$ cat src/rtl/uart_receiver.sv
`default_nettype none
// ============================================================================
// Module   : uart_receiver
// Brief    : 8N1 UART receive path, 8x oversampled on a bclk_8 tick enable,
//            with framing/overrun flags and a host read-acknowledge handshake.
// Revision : 1.0 - initial release
// ============================================================================
module uart_receiver #(
    parameter int DATA_BITS   = 8,
    parameter int OVS         = 8,
    parameter int SYNC_STAGES = 2
) (
    input  logic                 sysclk,
    input  logic                 rst,
    input  logic                 bclk_8,
    input  logic                 rxd,
    input  logic                 rd_ackH,
    output logic [DATA_BITS-1:0] RDR,
    output logic                 rdrf,
    output logic                 fe,
    output logic                 oe,
    output logic                 rxd_doneH
);

    localparam int SCT_W = (OVS > 1) ? $clog2(OVS) : 1;
    localparam int BCT_W = $clog2(DATA_BITS + 1);

    localparam logic [SCT_W-1:0] c_SCT_HALF = SCT_W'(OVS / 2 - 1);
    localparam logic [SCT_W-1:0] c_SCT_LAST = SCT_W'(OVS - 1);
    localparam logic [BCT_W-1:0] c_BCT_LAST = BCT_W'(DATA_BITS - 1);

    localparam logic [2:0] c_IDLE      = 3'd0;
    localparam logic [2:0] c_START_CHK = 3'd1;
    localparam logic [2:0] c_DATA      = 3'd2;
    localparam logic [2:0] c_STOP      = 3'd3;
    localparam logic [2:0] c_BRK_WAIT  = 3'd4;

    logic [SYNC_STAGES-1:0] r_sync;
    logic                   r_bclk_d;
    logic [2:0]             r_state;
    logic [SCT_W-1:0]       r_sct;
    logic [BCT_W-1:0]       r_bct;
    logic [DATA_BITS-1:0]   r_rsr;

    logic w_rxd_s;
    logic w_tick;
    logic w_load;

    assign w_rxd_s = r_sync[SYNC_STAGES-1];
    assign w_tick  = bclk_8 & ~r_bclk_d;
    assign w_load  = w_tick && (r_state == c_STOP) && (r_sct == c_SCT_LAST);

    // Synchroniser resets to the idle line level so reset never looks like a start bit
    always_ff @(posedge sysclk) begin
        if (rst) begin
            r_sync   <= '1;
            r_bclk_d <= 1'b0;
        end else begin
            r_sync   <= {r_sync[SYNC_STAGES-2:0], rxd};
            r_bclk_d <= bclk_8;
        end
    end

    always_ff @(posedge sysclk) begin
        if (rst) begin
            r_state <= c_IDLE;
            r_sct   <= '0;
            r_bct   <= '0;
            r_rsr   <= '0;
        end else if (w_tick) begin
            case (r_state)
                c_IDLE: begin
                    if (!w_rxd_s) begin
                        r_state <= c_START_CHK;
                        r_sct   <= '0;
                    end
                end
                c_START_CHK: begin
                    if (r_sct == c_SCT_HALF) begin
                        r_sct   <= '0;
                        r_bct   <= '0;
                        r_state <= w_rxd_s ? c_IDLE : c_DATA;
                    end else begin
                        r_sct <= r_sct + 1'b1;
                    end
                end
                c_DATA: begin
                    if (r_sct == c_SCT_LAST) begin
                        r_rsr <= {w_rxd_s, r_rsr[DATA_BITS-1:1]};
                        r_sct <= '0;
                        r_bct <= r_bct + 1'b1;
                        if (r_bct == c_BCT_LAST) begin
                            r_state <= c_STOP;
                        end
                    end else begin
                        r_sct <= r_sct + 1'b1;
                    end
                end
                c_STOP: begin
                    if (r_sct == c_SCT_LAST) begin
                        r_sct   <= '0;
                        r_state <= w_rxd_s ? c_IDLE : c_BRK_WAIT;
                    end else begin
                        r_sct <= r_sct + 1'b1;
                    end
                end
                c_BRK_WAIT: begin
                    // A held-low break must return high before a new start is accepted
                    if (w_rxd_s) begin
                        r_state <= c_IDLE;
                    end
                end
                default: begin
                    r_state <= c_IDLE;
                end
            endcase
        end
    end

    // A load takes priority over a simultaneous host acknowledge
    always_ff @(posedge sysclk) begin
        if (rst) begin
            RDR       <= '0;
            rdrf      <= 1'b0;
            fe        <= 1'b0;
            oe        <= 1'b0;
            rxd_doneH <= 1'b0;
        end else begin
            rxd_doneH <= w_load;
            if (w_load) begin
                RDR  <= r_rsr;
                rdrf <= 1'b1;
                fe   <= ~w_rxd_s;
                oe   <= rdrf & ~rd_ackH;
            end else if (rd_ackH) begin
                rdrf <= 1'b0;
                fe   <= 1'b0;
                oe   <= 1'b0;
            end
        end
    end

endmodule
`default_nettype wire
$ cat config.mk
export PLATFORM = sky130hd
export DESIGN_NAME = uart_receiver
export DESIGN_NICKNAME = d
export VERILOG_FILES = /design/src/rtl/uart_receiver.sv
export SDC_FILE = /design/constraint.sdc
export NUM_CORES = 1
export LEC_CHECK = 0
export BUFFER_PORTS_ARGS = -buffer_cell sky130_fd_sc_hd__buf_2
export CELL_PAD_IN_SITES_DETAIL_PLACEMENT = 0
export CELL_PAD_IN_SITES_GLOBAL_PLACEMENT = 2
export CORE_MARGIN = 2
export CORE_UTILIZATION = 35
export CTS_CLUSTER_DIAMETER = 200
export DETAILED_ROUTE_END_ITERATION = 6
export PLACE_DENSITY_LB_ADDON = 0.1
export SLEW_MARGIN = 0
export SYNTH_ARGS = -nofsm -noshare
export SYNTH_HDL_FRONTEND = slang
export SYNTH_SLANG_ARGS = --single-unit
$ cat constraint.sdc
create_clock -name sysclk -period 2.3 [get_ports sysclk]
set_input_delay 0 -clock sysclk [delete_from_list [all_inputs] [get_ports sysclk]]
set_output_delay 0 -clock sysclk [all_outputs]
set_load 0.02 [all_outputs]
After elaboration in Yosys (flattened, before gate mapping)
Index checks and enable logic that the tools add are counted.
{"block": "totals", "elab_cells": 62, "output_inout_bits": 12, "regBits": 33, "input_bits": 5}
{"block": "classes", "bitwise_logic": 5, "n_mux": 20, "n_reduce_logical": 11, "n_eq_ne": 13, "addsub": 2}
{"operator": "$mux W3", "n": 10}
{"operator": "$pmux W3 S5", "n": 1}
{"operator": "$ne A2 B2 Y1 const B", "n": 5}
{"operator": "$eq A3 B2 Y1 const B", "n": 3}
{"operator": "$pmux W3 S3", "n": 1}
{"operator": "$mux W4", "n": 2}
{"operator": "$pmux W4 S2", "n": 1}
{"operator": "$reduce_and A7 Y1", "n": 1}
{"operator": "$eq A3 B3 Y1 const B", "n": 2}
{"operator": "$reduce_and A3 Y1", "n": 2}
{"operator": "$add A4 B1 Y4 const B", "n": 1}
{"operator": "$eq A4 B3 Y1 const B", "n": 1}
{"operator": "$mux W1", "n": 4}
{"operator": "$reduce_and A4 Y1", "n": 1}
{"operator": "$reduce_bool A2 Y1", "n": 2}
{"operator": "$add A3 B1 Y3 const B", "n": 1}
{"operator": "$eq A3 B1 Y1 const B", "n": 1}
{"operator": "$logic_not A3 Y1", "n": 1}
{"operator": "$not A1 Y1", "n": 3}
{"operator": "$reduce_bool A3 Y1", "n": 1}
{"operator": "$and A1 B1 Y1", "n": 2}
{"operator": "$logic_and A1 B1 Y1", "n": 2}
{"operator": "$mux W2", "n": 1}
{"operator": "$ne A2 B1 Y1 const B", "n": 1}
{"operator": "$reduce_or A2 Y1", "n": 1}

Longest topological paths before layout
Gate-level depths: netlist of run 1.
{"block": "logic_depth", "depth_word": 5, "mapped_depth": 7, "ltp_nobuf": 7}

Least setup slack after synthesis of run 1
No wires, ideal clock.
{"block": "synth_timing", "path_kind": "reg2reg", "startpoint": "reg r_sct[0]", "endpoint": "reg r_bct[3]", "path_buffers": 1, "setup_slack_ps": 623, "synth_period_minus_slack_ps": 1677, "path_stages_with_launch": 8, "t_arrival_ps": 1619, "cell_sequence": "dfxtp_1 -> ha_1 -> ha_1 -> nand2_1 -> or4_4 -> buf_6 -> nor3_2 -> o22a_1"}
{"block": "synth_via", "elab_chain_cells": 3, "word_cells_on_any_way": 5, "classes_between": "eq/ne: 4; reduce/logical: 1"}
{"item": "from (decl)", "line_no": "41", "source": "logic [SCT_W-1:0] r_sct;"}
{"item": "from (signal assigned)", "line_no": "84", "source": "r_sct <= r_sct + 1'b1;"}
{"item": "from (signal assigned)", "line_no": "96", "source": "r_sct <= r_sct + 1'b1;"}
{"item": "from (signal assigned)", "line_no": "104", "source": "r_sct <= r_sct + 1'b1;"}
{"item": "$eq A3 B3 Y1 / $eq A3 B2 Y1 (equally long branches)", "line_no": "88, 79"}
{"item": "$ne A2 B2 Y1 (no source line)"}
{"item": "$reduce_and A4 Y1 (no source line) *"}
{"item": "to (signal assigned)", "line_no": "91", "source": "r_bct <= r_bct + 1'b1;"}
{"item": "to (decl)", "line_no": "42", "source": "logic [BCT_W-1:0] r_bct;"}
Every way passes the cells marked *; elsewhere a longest branch is shown, timed or not.
A chain may end at the register's enable or synchronous reset.

Worst setup path in the final report of run 1
{"block": "layout_timing", "startpoint": "reg r_sct[0]", "endpoint": "reg r_bct[2]"}
The elaborated chain is that of the path after synthesis.

==> impl_metrics.json, run 1 <==
{
  "grt_use_met2_pct": 19.0,
  "hold_viol": 0,
  "numCtsBuffers": 5,
  "drt_wl_total_um": 2650,
  "pin_count": 17,
  "hold_class": "in2reg",
  "r2r_start": "r_sct[0]",
  "clock_sink_count": 33,
  "crit_slowest_cell": "or4_4",
  "setup_viol": 0,
  "min-delay-start": "rst",
  "cts-htree-levels": 2,
  "arrival_ns": 2.03,
  "crit_start": "r_sct[0]",
  "cts_buffer_depth": 2,
  "cap_violations": 0,
  "place_inst": 206,
  "top_usage_layer": "met2",
  "ir_worst_vdd_mv": 0.432,
  "fin_area_um2": 1690,
  "port_buffers": 16,
  "dieHeight_um": 68.6,
  "crit_path_start_kind": "flip-flop",
  "status": "finished, final reports clean",
  "layout-drive-gt1-share_pct": 19.8,
  "ys_top_cells_by_count": "dfxtp_1 (33), nor2_1 (24), mux2i_1 (20)",
  "worstPathMaxFanout": 11,
  "antennaDiodeCount": 0,
  "drt-pass1-iter-count": 5,
  "path_class": "reg2reg",
  "antenna_found_initial": 0,
  "yosysMostFrequentCell": "dfxtp_1",
  "async_flop_share_pct": 0,
  "gp_congestion": 0.727,
  "dieArea_um2": 4710,
  "clock_skew_ns": 0.00493,
  "worst-path-buf-inv": 0,
  "dpl.hpwl_um": 1800,
  "cts_tree": "built",
  "rows": 23,
  "wl_per_cell_um": 12.2,
  "track_usage_pct": 12.4,
  "period_needed_ns": 1.81,
  "synthTopCellsByArea": "dfxtp_1 (45%), mux2i_1 (14%), nor2_1 (6.2%), ha_1 (4.3%), nand2_1 (2.1%)",
  "drv_slew": 0,
  "fin_cells": 217,
  "grt_pass1_wl_um": 4310,
  "grt_use_met3_pct": 3.90,
  "period_share_pct": 78.6,
  "nets": 176,
  "synth_edf_count": 0,
  "initial_core_util_pct": 36.6,
  "yosysTopAreaCellShare_pct": 45.2,
  "p_leak_nw": 0.700,
  "grt_max_degree": 36,
  "cp-end-kind": "flip-flop",
  "rsz0062_at_grt": "false",
  "crit_path_frequent_cell": "ha_1",
  "drtAntennaViolNets": 0,
  "use_met1_pct": 15.9,
  "p_per_area_nw_per_um2": 703,
  "core_area_um2": 4000,
  "overflow": 0,
  "synth_flop_cell": "dfxtp_1",
  "area_delta_synth_final_pct": 15.2,
  "synth.avg_cell_area_um2": 9.82,
  "syn-num-nets": 159,
  "die_w_um": 68.6,
  "ys_ff_latch": 33,
  "synth_top_area_cell": "dfxtp_1",
  "cp_top_family": "simple AND/OR/NAND/NOR gates",
  "synthDistinctLibCells": 41,
  "placed_area_um2": 1540,
  "cts-root-buf": "clkbuf_8",
  "synth_area_um2": 1460,
  "ys_seq_area_share_pct": 45.2,
  "grt_pass1_vias": 964,
  "clk_latency_ns": 0.27,
  "vias": 1054,
  "drc": 0,
  "max_freq_ghz": 0.553,
  "worst_slew_pin_slew_ns": 0.639,
  "cp_data_required_time_ns": 2.52,
  "cts.repair.resized": 0,
  "worst_slew_margin_rel_pct": 57.4,
  "drt_iter0_markers": 40,
  "slowest_delay_ns": 0.55,
  "post_synth_inst_count": 149,
  "via_per_inst": 4.86,
  "finalSetupTns_ns": 0,
  "yosysWarningCount": 0,
  "clkTransAtPathRegs_ns": 0.07,
  "path_cells": "ha_1 -> ha_1 -> nand2_1 -> or4_4 -> nor3b_1 -> o22a_1"
}
-- layout by cell type (no fill, tap or decap), drive strengths merged, types with 3 or more instances in the layout --
master	Yosys	final
dfxtp	33	33
nor2	25	25
mux2i	20	20
buf	5	16
nand2	8	8
clkbuf	4	7
a21oi	6	6
ha	5	5
inv	4	4
nand3	3	3
nand3b	3	3
dlygate4sd3	0	3
nand2b	3	3
nor3	3	3
-- worst register-to-register path: cells and delay by family (launching register included) --
kind | cells | cell delay (ns)
AO/OA/AOI/OAI | 1 | 0.15
AND/OR/NAND/NOR | 3 | 0.84
flip-flops | 1 | 0.35
adder cells (fa/ha/maj) | 2 | 0.43
-- registers in the layout (all words and copies together), names as in the netlist --
register	flops
fe	1
r_bclk_d	1
r_sct	3
rdrf	1
r_rsr	8
oe	1
r_bct	4
rxd_doneH	1
r_state	3
RDR	8
r_sync	2
-- logic make-up (layout without fill, tap and decap cells) --
family	Yosys count	in the layout	synth area share, %
AND/OR/NAND/NOR	58	58	21.3
flip-flops	33	33	45.2
multiplexers	21	21	14.5
AO/OA/AOI/OAI	19	19	9.24
buffers and inverters	13	31	5.56
adder cells (fa/ha/maj)	5	5	4.28
-- through the flow --
| step | hold slack (ns) | setup slack [ns] | total power [mW] | utilization, % |
|---|---|---|---|---|
| global placement | 0.184 | 0.507 | 0.640 | 38.5 |
| floorplan | 0.0793 | 0.623 | 0.632 | - |
| CTS | 0.236 | 0.450 | 1.21 | 42.1 |
| finish | 0.234 | 0.493 | 1.19 | 42.1 |
| detailed placement | 0.186 | 0.463 | 0.641 | 38.5 |
| global route | 0.263 | 0.253 | 1.23 | 42.1 |
-- layer usage --
| metal | vias to the layer above | part of all wire (%) | wire, um |
|---|---|---|---|
| met5 | - | 0 | 0 |
| li1 | 545 | - | - |
| met4 | 0 | 1.3 | 35 |
| met2 | 16 | 45 | 1200 |
| met1 | 489 | 50 | 1340 |
| met3 | 4 | 3.1 | 82 |
-- layout make-up --
type                    count  area, um2
inverters                   4       15.0
multi-input cells         103        721
repair buffers             19        110
well taps                  50       62.6
flip-flops and latches     33        661
fillers                   410       2310
clock inverters             1       30.0
clock buffers               7       86.3
-- path summary, 6_finish.rpt --
check	to	slack, ns	cells past startpoint
worst max-delay path	r_bct[2]	0.49	6
worst min-delay path	RDR[0]	0.23	2
worst max register to register	r_bct[2]	0.49	6
worst min register to register	r_sync[1]	0.41	1
-- timing repair --
action | 4_1_cts | 5_1_grt
hold buffers | 3 | 0
buffers inserted | 0 | 0
hold endpoints to repair | 3 | 0
-- report_power, final --
group | switching, mW | internal (mW)
registers | 0.00814 | 0.578
clock network | 0.201 | 0.353
logic | 0.0259 | 0.0197
(Power assumes the default switching activity.)
==> run 2, diff against run 1 <==
- clock period: 2.3 -> 1.8 ns (I/O delays scaled with it)
==> run 2 against run 1 <==
Net effect:
- first-iteration DRC count rose by 13%
- global-route usage rose by 0.85 points
- clock skew rose by 0.0021 ns
- clock-buffer cell count fell by 2
- sequential cell count did not move
- sequential power rose by 28%
- combinational power rose by 46%
==> impl_metrics.json, run 2 (synthesis gave the netlist of run 1 again) <==
{
  "slowest_delay_ns": 0.58,
  "drtAntennaViolNets": 0,
  "layout_setup_ws_ns": 0.0982,
  "path_cells": "ha_4 -> ha_4 -> nand2_2 -> or4_4 -> nor3b_2 -> o22a_1",
  "cp_top_family": "simple AND/OR/NAND/NOR gates",
  "drt-pass1-iter-count": 4,
  "layout_commonest_cell": "dfxtp_1",
  "via_per_inst": 4.88,
  "clk_latency_ns": 0.28,
  "rows": 23,
  "place_ws_ns": 0.00944,
  "core_area_um2": 4000,
  "cts_setup_buffers": 0,
  "vias": 1093,
  "cts-root-buf": "clkbuf_8",
  "layout-drive-gt1-share_pct": 28.7,
  "cts_tree": "built",
  "reg_top3": "RDR: 8 flops, r_rsr: 8 flops, r_bct: 4 flops",
  "crit_path_start_kind": "flip-flop",
  "arrival_ns": 1.94,
  "gp_congestion": 0.702,
  "crit_path_frequent_cell": "ha_4",
  "drt_wl_total_um": 2830,
  "holdPathStages": 2,
  "hold_class": "in2reg",
  "crit_cells": 6,
  "initial_core_util_pct": 36.6,
  "cap_violations": 0,
  "layout_common_cells": "dfxtp_1 (29), nor2_1 (24), mux2i_1 (20), buf_2 (16), nand2_1 (7)",
  "grt_max_degree": 23,
  "cp-end-kind": "flip-flop",
  "antennaDiodeCount": 0,
  "period_share_pct": 94.5,
  "clock_sink_count": 33,
  "clock_skew_ns": 0.00708,
  "period_needed_ns": 1.70,
  "port_buffers": 16,
  "cp_data_required_time_ns": 2.03,
  "status": "finished, final reports clean",
  "die_w_um": 68.6,
  "fillerInstances": 394,
  "dpl.hpwl_um": 1860,
  "dieArea_um2": 4710,
  "max_freq_ghz": 0.588,
  "setup_viol": 0,
  "worst_slew_margin_rel_pct": 63.6,
  "worst_slew_pin_slew_ns": 0.539,
  "cts_buffer_depth": 2,
  "worstPathMaxFanout": 6,
  "antenna_found_initial": 0,
  "finalSetupTns_ns": 0,
  "ff2ff_path_depth": 6,
  "hold_viol": 0,
  "p_leak_nw": 0.719,
  "numCtsBuffers": 5,
  "drt_iter0_markers": 45,
  "pin_count": 17,
  "worst-path-buf-inv": 0,
  "grt_pass1_vias": 953,
  "drc": 0,
  "wl_per_cell_um": 12.6,
  "area_delta_synth_final_pct": 21.0,
  "dieHeight_um": 68.6,
  "cts-htree-levels": 2,
  "nets": 183,
  "grt_pass1_wl_um": 4380,
  "path_class": "reg2reg",
  "crit_slowest_cell": "or4_4",
  "track_usage_pct": 13.2,
  "p_per_area_nw_per_um2": 767,
  "drv_slew": 0,
  "ir_worst_vdd_mv": 0.264,
  "overflow": 0,
  "clkTransAtPathRegs_ns": 0.07
}
run 2: worst paths after layout:
| path | start | endpoint | slack [ns] |
|---|---|---|---|
| worst min register to register | r_sync[0] | r_sync[1] | 0.41 |
| worst max-delay path | r_sct[0] | r_bct[2] | 0.1 |
| worst min-delay path | rst | r_rsr[0] | 0.13 |
| worst max register to register | r_sct[0] | r_bct[2] | 0.1 |
run 2: repair_timing:
item                                    CTS  global route
hold buffers                              2             1
resized for setup                         0            14
endpoints found under the setup margin    1            12
pin swaps                                 1             6
endpoints found under the hold margin     2             1
gates cloned                              0             1
run 2: area by class of cell:
type                            count  area [um2]  area share [%]
Timing Repair Buffer               25         168            9.47
Inverter                            4        15.0           0.848
Clock inverter                      3        17.5           0.989
Clock buffer                        5        68.8            3.89
Sequential cell                    33         668            37.7
Multi-Input combinational cell    104         771            43.5
Tap cell                           50        62.6            3.53
run 2: metal layers:
metal / global-route usage [%] / vias up / wire (um) / share of wire (%)
met1: 15.7 / 509 / 1370 / 48
met4: 6.75 / 0 / 31 / 1.1
met2: 20.4 / 17 / 1340 / 47
met3: 5.36 / 4 / 91 / 3.2
met5: 0 / - / 0 / 0
li1: - / 563 / - / -
run 2: per-stage QoR:
stage	std cells	utilization [%]	hold WS, ns	power [mW]	instance area (um2)
global route	224	44.3	0.164	1.42	1770
CTS	222	42.6	0.000685	1.38	1700
global placement	212	39.9	0.185	0.824	1600
finish	224	44.3	0.132	1.36	1770
detailed placement	212	39.9	0.187	0.824	1600
floorplan	149	-	0.0793	0.807	1460
run 2: power by group:
group	internal [mW]	switching (mW)	leakage, nW
Combinational	0.0306	0.0361	0.406
Clock	0.267	0.278	0.0439
Sequential	0.737	0.0107	0.269
==> run 3, diff against run 2 <==
- MAX_ROUTING_LAYER: unset -> met4
- PLACE_DENSITY: unset -> 0.81
- PLACE_DENSITY_LB_ADDON: 0.1 -> unset
- clock period: 1.8 -> 2 ns (I/O delays scaled with it)
==> run 3 against run 2 <==
Net effect:
- clock skew shrank 0.0024 ns
- worst hold slack gained 0.092 ns
- sequential cell count is the same
- first-iteration DRC count shrank 44%
- critical endpoint unchanged
- largest cell class unchanged
==> impl_metrics.json, run 3 (synthesis gave the netlist of run 1 again) <==
{
  "worst_slew_margin_rel_pct": 58.2,
  "gp_congestion": 0.754,
  "cts-root-buf": "clkbuf_8",
  "via_per_inst": 4.85,
  "drc": 0,
  "drt-pass1-iter-count": 3,
  "switchingPower_uw": 276,
  "cp_data_required_time_ns": 2.23,
  "finalSetupTns_ns": 0,
  "regArea_um2": 661,
  "grt_pass1_wl_um": 4260,
  "cts_buffer_depth": 2,
  "status": "finished, final reports clean",
  "dieArea_um2": 4710,
  "p_total_mw": 1.37,
  "die_w_um": 68.6,
  "r2r_start": "r_sct[0]",
  "nets": 178,
  "cp-end-kind": "flip-flop",
  "reg_top3": "RDR: 8 flops, r_rsr: 8 flops, r_bct: 4 flops",
  "placed_area_um2": 1550,
  "antenna_found_initial": 0,
  "layout_common_cells": "dfxtp_1 (33), nor2_1 (24), mux2i_1 (20), buf_2 (16), nand2_1 (8)",
  "rows": 23,
  "grt_max_degree": 36,
  "setup_viol": 0,
  "worstPathMaxFanout": 11,
  "port_buffers": 16,
  "place_ws_ns": 0.153,
  "vias": 1063,
  "path_class": "reg2reg",
  "drv_slew": 0,
  "layout-drive-gt1-share_pct": 20.7,
  "pin_count": 17,
  "p_per_area_nw_per_um2": 799,
  "dpl.hpwl_um": 1770,
  "cap_violations": 0,
  "clk_latency_ns": 0.28,
  "fillerInstances": 397,
  "pwr-share-comb_pct": 3.8,
  "min-delay-start": "rst",
  "rsz0062_at_grt": "false",
  "period_share_pct": 92.6,
  "grt_pass1_vias": 949,
  "layout_setup_ws_ns": 0.148,
  "clock_skew_ns": 0.00464,
  "multi_input_area_um2": 721,
  "p_clk_share_pct": 47.0,
  "fin_cells": 219,
  "antennaDiodeCount": 0,
  "drt_wl_total_um": 2610,
  "hold_class": "in2reg",
  "dieHeight_um": 68.6,
  "max_freq_ghz": 0.540,
  "overflow": 0,
  "drtAntennaViolNets": 0,
  "arrival_ns": 2.08,
  "wl_per_cell_um": 11.9,
  "crit_path_start_kind": "flip-flop",
  "p_int_mw": 1.09,
  "initial_core_util_pct": 36.6,
  "numCtsBuffers": 5,
  "area_delta_synth_final_pct": 17.1,
  "fin_area_um2": 1710,
  "cts.repair.resized": 0,
  "holdWs_ns": 0.224,
  "period_needed_ns": 1.85,
  "worst_slew_pin_slew_ns": 0.627,
  "clkTransAtPathRegs_ns": 0.07,
  "hold_viol": 0,
  "cts-htree-levels": 2,
  "crit_start": "r_sct[0]",
  "drt_iter0_markers": 25,
  "core_area_um2": 4000,
  "clock_sink_count": 33,
  "layout_commonest_cell": "dfxtp_1",
  "swShare_pct": 20.2,
  "place_inst": 207,
  "ir_worst_vdd_mv": 0.504,
  "cts_tree": "built",
  "final_util_pct": 42.8,
  "track_usage_pct": 12.9,
  "power_frac_seq_pct": 49.2,
  "p_leak_nw": 0.714
}
run 3: cell types whose count changed in the layout (fill, tap and decap cells not counted), sizes merged:
| cell | previous run | this run |
|---|---|---|
| clkbuf | 5 | 7 |
| clkinv | 2 | 0 |
| clkinvlp | 1 | 0 |
| buf | 22 | 18 |
| bufinv | 0 | 1 |
| or4 | 2 | 1 |
run 3: path summary, 6_finish.rpt:
path,slack [ns],cells after the start,end
worst max-delay path,0.15,6,r_bct[2]
worst max register to register,0.15,6,r_bct[2]
worst min register to register,0.42,1,r_sync[1]
worst min-delay path,0.22,2,r_rsr[1]
run 3: critical path, cell delays in order (launching register included):
cell and delay (ns):
dfxtp_1 0.35, ha_1 0.21, ha_1 0.26, nand2_1 0.07
or4_4 0.55, nor3b_1 0.21, o22a_1 0.15
run 3: power by group through the flow:
| stage | logic (mW) | registers [mW] | clock network [mW] |
|---|---|---|---|
| floorplan | 0.0433 | 0.683 | 0 |
| global route | 0.0578 | 0.675 | 0.692 |
| detailed placement | 0.0480 | 0.689 | 0 |
| CTS | 0.0528 | 0.674 | 0.667 |
| finish | 0.0521 | 0.674 | 0.643 |
| global placement | 0.0472 | 0.689 | 0 |
run 3: repair_timing:
item | in CTS | in global routing
hold endpoints to repair | 3 | 0
endpoints found under the setup margin | 0 | 4
setup buffers | 0 | 1
hold buffers | 3 | 0
run 3: per-layer routing:
layer / up-vias / track usage (%) / routed length, um
li1: 547 / - / -
met1: 496 / 15.3 / 1290
met2: 15 / 19.6 / 1190
met3: 5 / 4.38 / 93
met4: 0 / 6.00 / 40
met5: - / - / 0
run 3: area by class of cell:
cell class / instances / share of cell area, %
Clock buffer: 7 / 5.04
Clock inverter: 1 / 1.75
Inverter: 4 / 0.877
Multi-Input combinational cell: 103 / 42.1
Sequential cell: 33 / 38.6
Tap cell: 50 / 3.65
Timing Repair Buffer: 21 / 8.04
